### src/rtl/reg_sequencer_if.sv
// Bundle between the instruction source / register datapath and the sequencer.
// Handshake: an instruction transfers on a rising clock edge where instr_valid and instr_ready are both 1.
interface reg_sequencer_if #(
    parameter int WIDTH = 4
);
    logic             instr_valid;
    logic [7:0]       instr;
    logic             instr_ready;
    logic [WIDTH-1:0] a_val;
    logic [WIDTH-1:0] b_val;
    logic [3:0]       func_a;
    logic [3:0]       func_b;
    logic [WIDTH-1:0] data_out;
    logic             busy;
    logic             done;
    logic             err;
    logic [1:0]       state_dbg;

    modport master (
        output instr_valid, instr, a_val, b_val,
        input  instr_ready, func_a, func_b, data_out, busy, done, err, state_dbg
    );

    modport slave (
        input  instr_valid, instr, a_val, b_val,
        output instr_ready, func_a, func_b, data_out, busy, done, err, state_dbg
    );
endinterface

### src/rtl/reg_sequencer.sv
// Instruction sequencer for two downstream registers A and B: decodes one instruction
// at a time into func codes and load data, expanding multi-bit shifts into single steps.
module reg_sequencer #(
    parameter int         WIDTH   = 4,
    parameter logic [3:0] F_HOLD  = 4'b0000,
    parameter logic [3:0] F_LOAD  = 4'b0001,
    parameter logic [3:0] F_CLEAR = 4'b0010,
    parameter logic [3:0] F_SHR   = 4'b0011,
    parameter logic [3:0] F_SHL   = 4'b0100
) (
    input logic clock,
    input logic reset,
    reg_sequencer_if.slave bus
);
    typedef enum logic [1:0] {S_IDLE, S_EXEC, S_SHIFT, S_DONE} state_t;
    typedef enum logic [1:0] {SRC_NONE, SRC_IMM, SRC_A, SRC_B} src_t;

    state_t     state_q;
    logic [3:0] opcode_q;
    logic [3:0] operand_q;
    logic [3:0] count_q;
    logic [3:0] func_a_q, func_b_q;
    src_t       src_q;
    logic       ready_q, busy_q, done_q, err_q;

    logic [3:0] op_in, opr_in;
    logic [3:0] func_a_d, func_b_d;
    src_t       src_d;
    logic       shift_d;

    assign op_in  = bus.instr[7:4];
    assign opr_in = bus.instr[3:0];

    // Decode of the instruction currently offered; only used on the accept edge.
    always_comb begin
        func_a_d = F_HOLD;
        func_b_d = F_HOLD;
        src_d    = SRC_NONE;
        shift_d  = 1'b0;
        case (op_in)
            4'd1:  begin func_a_d = F_LOAD; src_d = SRC_IMM; end
            4'd2:  begin func_b_d = F_LOAD; src_d = SRC_IMM; end
            4'd3:  func_a_d = F_CLEAR;
            4'd4:  func_b_d = F_CLEAR;
            4'd5:  begin shift_d = 1'b1; if (opr_in != 4'd0) func_a_d = F_SHR; end
            4'd6:  begin shift_d = 1'b1; if (opr_in != 4'd0) func_a_d = F_SHL; end
            4'd7:  begin shift_d = 1'b1; if (opr_in != 4'd0) func_b_d = F_SHR; end
            4'd8:  begin shift_d = 1'b1; if (opr_in != 4'd0) func_b_d = F_SHL; end
            4'd9:  begin func_b_d = F_LOAD; src_d = SRC_A; end
            4'd10: begin func_a_d = F_LOAD; src_d = SRC_B; end
            default: ;
        endcase
    end

    always_ff @(posedge clock) begin
        if (reset) begin
            state_q   <= S_IDLE;
            opcode_q  <= 4'd0;
            operand_q <= 4'd0;
            count_q   <= 4'd0;
            func_a_q  <= F_HOLD;
            func_b_q  <= F_HOLD;
            src_q     <= SRC_NONE;
            ready_q   <= 1'b1;
            busy_q    <= 1'b0;
            done_q    <= 1'b0;
            err_q     <= 1'b0;
        end else begin
            case (state_q)
                S_IDLE: begin
                    if (bus.instr_valid && ready_q) begin
                        opcode_q  <= op_in;
                        operand_q <= opr_in;
                        count_q   <= opr_in;
                        func_a_q  <= func_a_d;
                        func_b_q  <= func_b_d;
                        src_q     <= src_d;
                        ready_q   <= 1'b0;
                        busy_q    <= 1'b1;
                        state_q   <= (shift_d && opr_in != 4'd0) ? S_SHIFT : S_EXEC;
                    end
                end
                S_EXEC: begin
                    func_a_q <= F_HOLD;
                    func_b_q <= F_HOLD;
                    src_q    <= SRC_NONE;
                    done_q   <= 1'b1;
                    err_q    <= (opcode_q > 4'd10);
                    state_q  <= S_DONE;
                end
                S_SHIFT: begin
                    // Shift func stays registered until the final step's edge.
                    count_q <= count_q - 4'd1;
                    if (count_q == 4'd1) begin
                        func_a_q <= F_HOLD;
                        func_b_q <= F_HOLD;
                        done_q   <= 1'b1;
                        state_q  <= S_DONE;
                    end
                end
                S_DONE: begin
                    done_q  <= 1'b0;
                    err_q   <= 1'b0;
                    busy_q  <= 1'b0;
                    ready_q <= 1'b1;
                    state_q <= S_IDLE;
                end
                default: state_q <= S_IDLE;
            endcase
        end
    end

    // Reset masks every output in the same cycle so an aborted op cannot reach the registers.
    always_comb begin
        bus.func_a      = reset ? F_HOLD : func_a_q;
        bus.func_b      = reset ? F_HOLD : func_b_q;
        bus.instr_ready = ready_q & ~reset;
        bus.busy        = busy_q & ~reset;
        bus.done        = done_q & ~reset;
        bus.err         = err_q & ~reset;
        bus.state_dbg   = state_q;
        bus.data_out    = '0;
        if (!reset) begin
            case (src_q)
                SRC_IMM: bus.data_out = WIDTH'(operand_q);
                SRC_A:   bus.data_out = bus.a_val;
                SRC_B:   bus.data_out = bus.b_val;
                default: bus.data_out = '0;
            endcase
        end
    end
endmodule

### src/flat_wrapper.sv
// flat-port wrapper written by rule: the top's interface ports become plain ports
module reg_sequencer_flat 
#(
    parameter int         WIDTH   = 4,
    parameter logic [3:0] F_HOLD  = 4'b0000,
    parameter logic [3:0] F_LOAD  = 4'b0001,
    parameter logic [3:0] F_CLEAR = 4'b0010,
    parameter logic [3:0] F_SHR   = 4'b0011,
    parameter logic [3:0] F_SHL   = 4'b0100
)
  (clock, reset, bus_instr_valid, bus_instr, bus_a_val, bus_b_val, bus_instr_ready, bus_func_a, bus_func_b, bus_data_out, bus_busy, bus_done, bus_err, bus_state_dbg);
  reg_sequencer_if #(.WIDTH(WIDTH)) bus_i ();
  input logic clock;
  input logic reset;
  input wire logic [$bits(bus_i.instr_valid)-1:0] bus_instr_valid;
  input wire logic [$bits(bus_i.instr)-1:0] bus_instr;
  input wire logic [$bits(bus_i.a_val)-1:0] bus_a_val;
  input wire logic [$bits(bus_i.b_val)-1:0] bus_b_val;
  output wire logic [$bits(bus_i.instr_ready)-1:0] bus_instr_ready;
  output wire logic [$bits(bus_i.func_a)-1:0] bus_func_a;
  output wire logic [$bits(bus_i.func_b)-1:0] bus_func_b;
  output wire logic [$bits(bus_i.data_out)-1:0] bus_data_out;
  output wire logic [$bits(bus_i.busy)-1:0] bus_busy;
  output wire logic [$bits(bus_i.done)-1:0] bus_done;
  output wire logic [$bits(bus_i.err)-1:0] bus_err;
  output wire logic [$bits(bus_i.state_dbg)-1:0] bus_state_dbg;
  assign bus_i.instr_valid = bus_instr_valid;
  assign bus_i.instr = bus_instr;
  assign bus_i.a_val = bus_a_val;
  assign bus_i.b_val = bus_b_val;
  assign bus_instr_ready = bus_i.instr_ready;
  assign bus_func_a = bus_i.func_a;
  assign bus_func_b = bus_i.func_b;
  assign bus_data_out = bus_i.data_out;
  assign bus_busy = bus_i.busy;
  assign bus_done = bus_i.done;
  assign bus_err = bus_i.err;
  assign bus_state_dbg = bus_i.state_dbg;
  reg_sequencer #(.WIDTH(WIDTH), .F_HOLD(F_HOLD), .F_LOAD(F_LOAD), .F_CLEAR(F_CLEAR), .F_SHR(F_SHR), .F_SHL(F_SHL)) u_core (.clock(clock), .reset(reset), .bus(bus_i));
endmodule
### config.mk
export PLATFORM = sky130hd
export DESIGN_NAME = reg_sequencer_flat
export DESIGN_NICKNAME = d
export VERILOG_FILES = /design/src/rtl/reg_sequencer_if.sv /design/src/rtl/reg_sequencer.sv /design/src/flat_wrapper.sv
export SDC_FILE = /design/constraint.sdc
export NUM_CORES = 1
export LEC_CHECK = 0
export BUFFER_PORTS_ARGS = -buffer_cell sky130_fd_sc_hd__buf_2
export CAP_MARGIN = 20
export CORE_MARGIN = 8
export CORE_UTILIZATION = 59
export CTS_BUF_LIST = sky130_fd_sc_hd__clkbuf_8
export CTS_CLUSTER_DIAMETER = 200
export DETAILED_ROUTE_END_ITERATION = 10
export GPL_TIMING_DRIVEN = 0
export PLACE_DENSITY = 0.87
export SLEW_MARGIN = 20
export SYNTH_ARGS = -nofsm -noshare
export SYNTH_HDL_FRONTEND = slang
export SYNTH_SLANG_ARGS = --single-unit
### constraint.sdc
create_clock -name clock -period 3.2 [get_ports clock]
set_clock_uncertainty 0.1 [all_clocks]
set_input_delay 0.64 -clock clock [delete_from_list [all_inputs] [get_ports clock]]
set_output_delay 0.64 -clock clock [all_outputs]
set_load 0.02 [all_outputs]
======== Word-level counts from Yosys, hierarchy flattened ========
Index checks and enable logic that the tools add are counted.
storage, ports and cells
  register bits ........................... 28
  latch bits .............................. 0
  RAM bits ................................ 0
  ROM bits ................................ 0
  input bits .............................. 19
  output and inout bits ................... 18
  word-level logic and storage cells ...... 88
  memories ................................ 0
operators by class
  add/subtract/negate cells ............... 1
  multiply operators ...................... 0
  divide/modulo/power cells ............... 0
  order comparisons ....................... 1
  equal/unequal tests ..................... 19
  shifts and indexed selects .............. 0
  mux-type cells .......................... 30
  bitwise operators ....................... 5
  reductions and logical operators ........ 21
operators with widths
  operator                                                               count
  4-bit one-hot mux with 3 select lines                                  3
  4-bit one-hot mux with 4 select lines                                  2
  4-bit 2-to-1 mux                                                       7
  4-bit by 3-bit equality test with 1-bit output, second input constant  4
  4-bit equality test, second input constant                             3
  2-bit AND reduction                                                    6
  2-bit 2-to-1 mux                                                       5
  2-bit equality test, second input constant                             4
  4-bit by 1-bit equality test with 1-bit output, second input constant  2
  4-bit by 2-bit equality test with 1-bit output, second input constant  2
  2-bit one-hot mux with 4 select lines                                  1
  4-bit one-hot mux with 2 select lines                                  1
  2-bit nonzero test                                                     4
  1-bit one-hot mux with 2 select lines                                  3
  2-bit one-hot mux with 3 select lines                                  1
  3-bit nonzero test                                                     2
  2-bit OR reduction                                                     3
  1-bit AND                                                              4
  2-bit by 1-bit equality test with 1-bit output, second input constant  2
  4-bit > comparator, second input constant                              1
  1-bit 2-to-1 mux                                                       4
  2-bit by 1-bit != test with 1-bit output, second input constant        2
  2-bit one-hot mux with 2 select lines                                  1
  4-bit nonzero test                                                     1
  other kinds (8)                                                        9

======== Longest topological paths before layout ========
Gate-level depths: netlist of the first run.
  word-level depth ........................ 7
  depth in mapped cells ................... 7
  gate-level depth less buffers ........... 6

======== Least setup slack after synthesis of the first run ========
Ideal clock, no wire load.
  kind .................................... input -> output
  start ................................... input port reset
  end ..................................... output port bus_data_out[0]
  arrival time ............................ 1623 ps
  required time ........................... 2460 ps
  setup slack ............................. 837 ps
  cell stages on the path ................. 4
  buffers on the path ..................... 3
  cells stage by stage .................... clkbuf_1 clkbuf_1 buf_1 nor2_1
between the ends
  word-level cells in the longest chain between the ends .. 1
RTL lines
  item                line                  text
  start: declaration  flat_wrapper.sv:14    input logic reset;
  4-bit 2-to-1 mux    reg_sequencer.sv:123  if (!reset) begin
  end: declaration    flat_wrapper.sv:22    output wire logic [$bits(bus_i.data_out)-1:0] bus_data_out;
No other way between the ends.

======== Worst setup path after layout of the first run ========
  start ................................... input port reset
  end ..................................... output port bus_data_out[3]
Same word-level chain as after synthesis.

==> results.md, run 1 <==
* Status: finished, final reports clean
* Crit Path Class: in2out
* Layout area overhead at 17.5%
* Core Area at 2480 um^2
* Post-DP Area at 1730 um^2
* Setup WS post-layout at ~0.46 ns
* Post-synth EDFFs at 0
* Final setup fails at 0
* Worst Max-Slew Pin Slew at 0.768 ns
* Rel. slew slack at 0.484
* Worst Path Buf+Inv at 4
* Mapped Avg Cell Area at ~7.8 um^2
* Setup repair bufs after CTS at 0
* Utilization after layout at 0.727
* Most frequent cells in the layout: 34 x buf_2, 26 x dfxtp_1, 25 x nand2_1, 18 x a21oi_1
* Final min period at 2.74 ns
* Top delay family on crit path: buffers and inverters
* Largest net degree at the start of global routing at 16
* Gate Count Post-Synth at 197
* CTS Hold Bufs at 0
* Worst Setup End Kind: primary output
* Crit-path cells: clkbuf_1, clkbuf_1, buf_1, nor2_1, buf_2
* IO buf count at 31
* Gr usage total at 0.172
* Register area share after synthesis at 0.339
* Initial Util at 0.619
* Die area at 4490 um^2
* Yosys warns at 0
* CTS clock-pin slew for the worst setup and hold paths at around 0.090 ns
* Synth top area share at 0.339
* Placed instance count at between 200 and 300
* Fin area at 1800 um^2
* Final non-filler cell total at 263
* Unrepaired setup endpoints after global routing: false
* Ant diodes at 0
* CTS Buffer Depth at 2
* Final net count at 259
* Largest cells by area after synthesis: dfxtp_1 34%, nor2b_1 6.5%, nand2_1 6.1%, a21oi_1 5.9%, ha_1 4.9%
* Post-CTS resize count at 0
* DR vias/cell at 5.54
* Pwr Density at 714 nW/um^2
* Power Total at 1.29 mW
* Slew Viols, Final at 0
* Fin Setup TNS at 0 ns
* I/O pin cnt at 37
* GPL Wtd Cong at 0.882
* Setup WS pre-CTS at 0.462 ns
* Max Cap Viol at 0
* CP startpoint kind: input pin
* Most common cell after layout, fill and taps aside: buf_2
* Via count at between 1,000 and 1,500
* Initial antenna violation count at 0
* CTS tree: yes
* Routed len/inst at 14.2 um
* Unique masters post-synth at 40
* Share of cells above drive strength 1 at 0.206
* Worst skew pair latency at 0.27 ns
* Synth area leader: dfxtp_1
* Worst vdd ir at just under 0.6 mV
* Leakage at 0.774 nW
* CTS sink cnt at 26
* Final hold violation count at 0
* Peak Freq at 0.365 GHz
* First-pass GRT wire length at 6170 um
* Asr flop ratio synth at 0
* Detailed Route WL at 3720 um
* GR Overflow Total at 0
* Num CTS Buffers at 3
* Vias in the first global route at 1,353
* Synth Flop Type: dfxtp_1
* Crit path arrival time at ~2.0 ns
* Residual DRC at 0
* Hold Slack at approximately 0.36 ns
* Drt initial violations at 113
* H-tree level count at 1
* Most frequent CP cell: clkbuf_1
* Root buf cell: clkbuf_8
* Antenna-violating nets left at 0
* TritonRoute pass-1 iters at 4
* Req. time, crit path at 2.46 ns
* Crit path max fanout at 10
* Cell Area, Synth at 1530 um^2
* Final Cycle Share at 0.856
* Hold Crit Class: reg2reg
* CP max stage cell: buf_1
* Critical path's largest stage delay at 0.42 ns
* #FFs+latches synth at 26
* Hpwl dp at around 2800 um
* # rows at 18
* Die Y-Extent at between 60 and 70 um
* Die Wd at ~67 um
## final cells by class
cell class | count | area (um^2)
plain buffers | 13 | 60.1
flip-flops and latches | 26 | 520
multi-input cells | 149 | 920
repair buffers | 31 | 155
fillers | 212 | 676
clock buffers | 3 | 41.3
clock inverters | 1 | 30.0
well taps | 30 | 37.5
inverters | 10 | 37.5
## Yosys cell counts, types with 3 or more instances
cell type	n
o211ai_1	3
nand2b_1	10
nor2b_1	16
ha_1	6
nor2_1	16
nand3_1	3
a22oi_1	6
mux2_2	4
dfxtp_1	26
a31oi_1	3
clkbuf_1	7
a21oi_1	18
buf_2	3
inv_1	10
o21ai_0	7
nand2_1	25
nor3_1	6
## final timing paths
path	start	endpoint	slack, ns	depth (start not counted)
setup reg to reg	u_core.bus.state_dbg[0]	u_core.func_a_q[2]	1.25	5
hold reg to reg	u_core.operand_q[0]	u_core.operand_q[0]	0.36	2
hold / removal	u_core.operand_q[0]	u_core.operand_q[0]	0.36	2
setup / recovery	reset	bus_data_out[3]	0.46	5
## kinds of logic after synthesis
group / Yosys count / share of synthesized area
adders and majority gates: 6 / 0.0489
buffers and inverters: 23 / 0.0636
other: 1 / 0.00244
AOI/OAI and AO/OA: 51 / 0.221
muxes: 6 / 0.0432
and+or+nand+nor: 84 / 0.281
DFF: 26 / 0.339
## where the power goes
group | total, mW | internal [mW] | switching, mW
Clock | 0.274 | 0.167 | 0.106
Combinational | 0.566 | 0.226 | 0.339
Sequential | 0.448 | 0.395 | 0.0526
## metal layers
layer  GRT usage  up-vias  part of all wire
met1       0.217      672              0.44
met4      0.0679        0             0.020
met2       0.278       30              0.49
met3      0.0336        9             0.048
met5           0        -                 0
li1            -      747                 -
## worst reg2reg max path, cell delays in order (launching register included)
cell and delay [ns]:
dfxtp_1 0.42, inv_1 0.08, ha_1 0.29, a21boi_1 0.21, a211oi_4 0.37, mux2_1 0.37
## state kept, by name (all words and copies together), names as in the netlist
name,cells
u_core.count_q,4
u_core.operand_q,4
u_core.func_b_q,3
u_core.err_q,1
u_core.busy_q,1
u_core.func_a_q,3
u_core.bus.state_dbg,2
u_core.src_q,2
u_core.opcode_q,4
u_core.done_q,1
u_core.ready_q,1
(Power assumes the default switching activity.)
==> run 2: changes to the inputs <==
Settings changed: REMOVE_ABC_BUFFERS from default to 1.
==> run 2 against run 1 <==
Net effect:
- register-to-register slack about the same
- hold slack better by 0.0022 ns
- non-clock buffer count down 10
- power down 5.4%
- routed wire length down 5.8%
- worst setup slack better by 0.51 ns
- first-iteration DRC count down 49%
- critical path type unchanged
- largest power group unchanged
==> results.md, run 2 (synthesis results as in run 1) <==
* Crit path to: bus_func_b[2]
* Crit Path Class: in2out
* First-pass GRT wire length at 5780 um (-6.4%)
* H-tree level count at 1 (unchanged)
* Antenna-violating nets left at 0 (unchanged)
* Residual DRC at 0 (unchanged)
* Critical path's largest stage delay at 0.50 ns (+0.08 ns)
* Worst Setup End Kind: primary output
* TritonRoute pass-1 iters at 4 (unchanged)
* Die Y-Extent at 67.0 um (unchanged)
* Final net count at 249 (-3.9%)
* Max Cap Viol at 0 (unchanged)
* Core Area at 2480 um^2 (unchanged)
* Hold Crit Class: reg2reg
* Root buf cell: clkbuf_8
* Worst vdd ir at 0.489 mV (-16%)
* Worst Max-Slew Pin Slew at 0.704 ns (-0.0639 ns)
* FF-to-FF Start: u_core.bus.state_dbg[1]
* R2R Setup Slk at 1.25 ns (about the same)
* Status: finished, final reports clean
* Leakage at 0.746 nW (-3.7%)
* Setup repair bufs after CTS at 0 (unchanged)
* Fin Setup TNS at 0 ns (unchanged)
* RR Endpoint: u_core.count_q[2]
* GPL Wtd Cong at 0.801 (-9.3%)
* Peak Freq at 0.449 GHz (+23%)
* Most frequent cells in the layout: 34 x buf_2, 26 x dfxtp_1, 25 x nand2_1, 18 x a21oi_1
* Post-DP Area at 1690 um^2 (-2.6%)
* Initial antenna violation count at 0 (unchanged)
* CP startpoint kind: input pin
* Crit path max fanout at 36 (+26)
* Vias in the first global route at 1,321 (-2.4%)
* Num CTS Buffers at 3 (unchanged)
* CTS sink cnt at 26 (unchanged)
* DR vias/cell at 5.64 (+1.7%)
* Layout area overhead at 13.5%
* Final Cycle Share at 0.696 (-0.160)
* Fillers at 228 (+7.5%)
* Area of the multi-input gates at 920 um^2 (unchanged)
* CTS tree: yes
* Crit path arrival time at 1.49 ns (-0.51 ns)
* IO buf count at 34 (+9.7%)
* Hpwl dp at 2570 um (-8.5%)
* Utilization after layout at 0.703 (-0.0247)
* CTS clock-pin slew for the worst setup and hold paths at 0.09 ns (about the same)
* Die area at 4490 um^2 (unchanged)
* Req. time, crit path at 2.46 ns (about the same)
* Routed len/inst at 13.9 um (-2.0%)
* # rows at 18 (unchanged)
* FF+latch area at 520 um^2 (unchanged)
* Share of cells above drive strength 1 at 0.206 (+0.000269)
* Die Wd at 67.0 um (unchanged)
* CTS Buffer Depth at 2 (unchanged)
* Most common cell after layout, fill and taps aside: buf_2
* Ant diodes at 0 (unchanged)
* Fin area at 1740 um^2 (-3.4%)
* Post-CTS resize count at 0 (unchanged)
* FF-to-FF path depth at 6 (+1)
* Via count at 1,427 (-2.1%)
* Unrepaired setup endpoints after global routing: false
* Top Registers: u_core.count_q: 4 flops, u_core.opcode_q: 4 flops, u_core.operand_q: 4 flops
* Crit-path cells: buf_2, nor2b_1, buf_2
* Gr usage total at 0.158 (-0.0136)
* Hold Crit Depth at 2 (unchanged)
* CP max stage cell: buf_2
* GR Overflow Total at 0 (unchanged)
* Crit path launch: reset
* Slew Viols, Final at 0 (unchanged)
* CTS Hold Bufs at 0 (unchanged)
* Final min period at 2.23 ns (-0.513 ns)
* Pwr Density at 700 nW/um^2 (-2.1%)
* Drt initial violations at 58 (-49%)
* Worst skew pair latency at 0.27 ns (about the same)
* Most frequent CP cell: buf_2
* Detailed Route WL at 3510 um (-5.8%)
* Final hold violation count at 0 (unchanged)
* Final setup fails at 0 (unchanged)
* Rel. slew slack at 0.527 (+0.0429)
* Largest net degree at the start of global routing at 37 (+21)
* Initial Util at 0.619 (unchanged)
* I/O pin cnt at 37 (unchanged)
## run 2: cell count changes in the layout (fill, tap and decap cells not counted)
cell,previous run,this run
buf_1,1,0
bufinv_16,1,0
buf_4,2,0
clkbuf_1,7,0
clkbuf_8,3,4
## run 2: power breakdown
group | leakage [nW] | internal [mW] | switching, mW
sequential | 0.212 | 0.395 | 0.0531
combinational | 0.505 | 0.216 | 0.338
clock | 0.0288 | 0.110 | 0.105
total | 0.746 | 0.721 | 0.496
## run 2: per-layer routing
layer	track usage	vias to the layer above	wire, um
met2	0.266	41	1650
met1	0.191	652	1580
met3	0.0319	4	239
met5	0	-	0
met4	0.0627	0	38
li1	-	730	-
## run 2: worst min path at each step
stage	start	end	slack, ns
floorplan	u_core.opcode_q[0]	u_core.opcode_q[0]	0.33
global placement	u_core.operand_q[3]	u_core.operand_q[3]	0.35
detailed placement	u_core.operand_q[2]	u_core.operand_q[2]	0.35
CTS	u_core.operand_q[2]	u_core.operand_q[2]	0.36
global route	u_core.operand_q[2]	u_core.operand_q[2]	0.38
finish	u_core.operand_q[2]	u_core.operand_q[2]	0.36
## run 2: cell type report
cell class                      count  share of cell area
Multi-Input combinational cell    149               0.528
Sequential cell                    26               0.299
Timing Repair Buffer               34              0.0978
Clock buffer                        4              0.0316
Inverter                           10              0.0216
Tap cell                           30              0.0216
## run 2: stage by stage
stage | cells | hold slack [ns] | total power, mW | setup WS (ns)
6_report | 253 | 0.361 | 1.22 | 0.972
5_1_grt | 253 | 0.377 | 1.30 | 0.877
4_1_cts | 253 | 0.363 | 1.22 | 0.971
3_5_place_dp | 249 | 0.349 | 0.995 | 0.984
3_3_place_gp | 249 | 0.347 | 0.984 | 0.984
2_1_floorplan | 185 | 0.330 | 0.856 | 1.33
## run 2: worst max-delay path: cells and delay by family
kind                   cells  cell delay, ns
buffers and inverters      2            0.70
AND/OR/NAND/NOR            1            0.14
==> run 3: changes to the inputs <==
Settings changed: ABC_AREA from default to 1, CORE_UTILIZATION 59 to 50, PLACE_DENSITY 0.87 to 0.78.
Clock period 3.2 ns to 1.9 ns, I/O delays scaled along.
==> run 3 against run 2 <==
Net effect:
- sequential share of layout area fell by 1.1 points
- register-to-register slack worse by 1.0 ns
- non-clock buffer count rose by 1
- largest cell class unchanged
- synthesized cell count increased by 16%
- highest routed layer unchanged
==> results.md, run 3 <==
* Status: finished, final reports clean
* Top delay family on crit path: flip-flops
* Worst skew pair latency at 0.27 ns (about the same)
* Synth cell count leaders: 47 x nand2_1, 36 x inv_1, 26 x dfxtp_1
* Final Cycle Share at 0.967
* Worst Path Buf+Inv at 3 (+1)
* I/O pin cnt at 37 (unchanged)
* Setup WS pre-CTS at -0.0808 ns (-1.06 ns)
* Asr flop ratio synth at 0 (unchanged)
* Hold_sp: bus_instr[7]
* Crit path arrival time at 1.36 ns (-0.13 ns)
* Register area share after synthesis at 0.340 (+0.000554)
* Via count at 1,521 (+6.6%)
* CTS Buffer Depth at 2 (unchanged)
* Peak Freq at around 0.54 GHz
* CTS clock-pin slew for the worst setup and hold paths at 0.09 ns (about the same)
* Cell Area, Synth at 1530 um^2 (-0.16%)
* Pwr Density at 1200 nW/um^2 (+71%)
* CP Depth at 5 (+2)
* TritonRoute pass-1 iters at 4 (unchanged)
* Hold Crit Class: in2reg
* Core Area at 2980 um^2 (+20%)
* H-tree level count at 1 (unchanged)
* Most frequent cells in the layout: 47 x nand2_1, 34 x inv_1, 32 x buf_2, 24 x dfxtp_1, 23 x nor2_1
* Post-DP Area at 1700 um^2 (+0.74%)
* Root buf cell: clkbuf_8
* Setup WS post-layout at 0.0634 ns (-0.909 ns)
* GR Overflow Total at 0 (unchanged)
* Worst Setup End Kind: primary output
* Fillers at 289 (+27%)
* FF-to-FF path depth at 7 (+1)
* Leakage at 0.864 nW (+16%)
* Initial Util at 0.514 (-0.105)
* CTS Hold Bufs at 0 (unchanged)
* First-pass GRT wire length at 6150 um (+6.6%)
* Fin area at 1820 um^2 (+4.7%)
* Unique masters post-synth at 31 (-23%)
* Unrepaired setup endpoints after global routing: true
* Die area at 5090 um^2 (+13%)
* Num CTS Buffers at 3 (unchanged)
* Max Cap Viol at 0 (unchanged)
* WL met2 at 1670 um (+1.3%)
* Vias in the first global route at 1,377 (+4.2%)
* Residual DRC at 0 (unchanged)
* Largest net degree at the start of global routing at 19 (-49%)
* Mapped Avg Cell Area at 6.69 um^2 (-14%)
* Final setup fails at 0 (unchanged)
* Ant diodes at 0 (unchanged)
* Synth area leader: dfxtp_1
* Crit Path Class: reg2out
* CTS tree: yes
* IO buf count at 34 (unchanged)
* Gr usage total at 0.143 (-0.0149)
* Met3 wire length at 184 um (-23%)
* Slew Viols, Final at 0 (unchanged)
* Synth top area share at 0.340 (+0.000554)
* Utilization after layout at 0.612 (-0.0903)
* Power Total at 2.18 mW (+79%)
* # rows at 20 (+2)
* Req. time, crit path at 1.42 ns (-1.04 ns)
* CP startpoint kind: register
* Crit path max fanout at 8 (-78%)
* Layout area overhead at 19.0%
* Largest cells by area after synthesis: dfxtp_1 34%, nand2_1 12%, inv_1 8.8%, o21ai_0 6.9%, a21oi_1 6.5%
* Hold Crit Depth at 3 (+1)
* Most common cell after layout, fill and taps aside: nand2_1
* Final hold violation count at 0 (unchanged)
* Die Y-Extent at 71.3 um (+6.5%)
* Synth Flop Type: dfxtp_1
* Yosys warns at 0 (unchanged)
* WL met1 at 1620 um (+2.6%)
* Share of cells above drive strength 1 at 0.233 (+0.0265)
* Top Registers: u_core.count_q: 4 flops, u_core.opcode_q: 4 flops, u_core.operand_q: 4 flops
* Antenna-violating nets left at 0 (unchanged)
* Worst vdd ir at 0.679 mV (+39%)
* Routed len/inst at 12.0 um (-14%)
* Crit path launch: u_core.src_q[0]
* CTS sink cnt at 26 (unchanged)
* Fin Setup TNS at 0 ns (unchanged)
* FF-to-FF Start: u_core.bus.state_dbg[0]
* Gate Count Post-Synth at 229 (+16%)
* Die Wd at 71.3 um (+6.5%)
* Crit-path cells: clkinvlp_4, o311ai_2, nand2_1, inv_1, buf_4
* Count leader, synth: nand2_1
* Critical path's largest stage delay at 0.37 ns (-0.13 ns)
* Highest metal used: met4
* Final net count at 288 (+16%)
* Final min period at 1.84 ns
* Detailed Route WL at 3540 um (+0.74%)
* #FFs+latches synth at 26 (unchanged)
* Drt initial violations at 81 (+40%)
* CP max stage cell: dfxtp_4
* Post-synth EDFFs at 0 (unchanged)
* DR vias/cell at 5.16 (-8.6%)
* Hpwl dp at 2530 um (-1.7%)
* Initial antenna violation count at 0 (unchanged)
* GPL Wtd Cong at 0.802 (+0.20%)
[run 3: cell types whose count changed in the layout (fill, tap and decap cells not counted), moves of 4 or more]
cell | previous run | this run
a22oi_1 | 6 | 0
inv_1 | 10 | 34
mux2_2 | 4 | 0
nand2_1 | 25 | 47
nand2b_1 | 10 | 0
nand3_1 | 3 | 13
nor2_1 | 16 | 23
nor2b_1 | 16 | 0
nor3_1 | 6 | 0
o21ai_0 | 7 | 21
o311ai_2 | 0 | 4
[run 3: area by class of cell]
cell class,instances,area [um^2],area share
tap,33,41.3,0.0226
multi-input combinational,157,860,0.472
timing repair buffer,35,183,0.100
inverter,39,154,0.0844
timing repair inverter,1,5.00,0.00275
sequential,26,526,0.288
clock buffer,4,55.1,0.0302
[run 3: timing repair]
action                                  4_1_cts  5_1_grt
gates resized for setup                       3       14
pin swaps                                     0        1
cloned                                        1        0
endpoints found under the setup margin        5       11
setup buffers                                 0        1
[run 3: worst min-delay path: stages]
cell and delay [ns]:
buf_2 0.09, inv_1 0.05, a21oi_1 0.10
[run 3: cell families (layout without fill, tap and decap cells)]
family                   count (synthesis)  in the layout  share of synthesized area
AND/OR/NAND/NOR                         91             91                      0.262
AO/OA/AOI/OAI                           58             58                      0.219
buffers and inverters                   47             79                      0.127
flip-flops                              26             26                      0.340
other                                    1              2                    0.00245
adder cells (fa/ha/maj)                  6              6                     0.0490
[run 3: path summary, 6_finish.rpt]
check	to	slack [ns]
hold reg to reg	u_core.done_q	0.37
setup reg to reg	u_core.func_b_q[2]	0.24
setup / recovery	bus_data_out[1]	0.06
hold / removal	u_core.opcode_q[3]	0.29
[run 3: metal layers]
| metal | global-route usage | vias up |
|---|---|---|
| li1 | - | 806 |
| met1 | 0.177 | 683 |
| met2 | 0.229 | 28 |
| met3 | 0.0349 | 4 |
| met4 | 0.0647 | 0 |
| met5 | 0 | - |
[run 3: through the flow]
step | cells | hold slack [ns]
5_1_grt | 295 | 0.311
3_3_place_gp | 289 | 0.341
2_1_floorplan | 222 | 0.328
3_5_place_dp | 289 | 0.349
4_1_cts | 294 | 0.296
6_report | 295 | 0.294
[run 3: report_power, final]
group / switching (mW) / total (mW) / internal, mW
clock: 0.170 / 0.355 / 0.185
combinational: 0.702 / 1.06 / 0.357
sequential: 0.0771 / 0.766 / 0.689
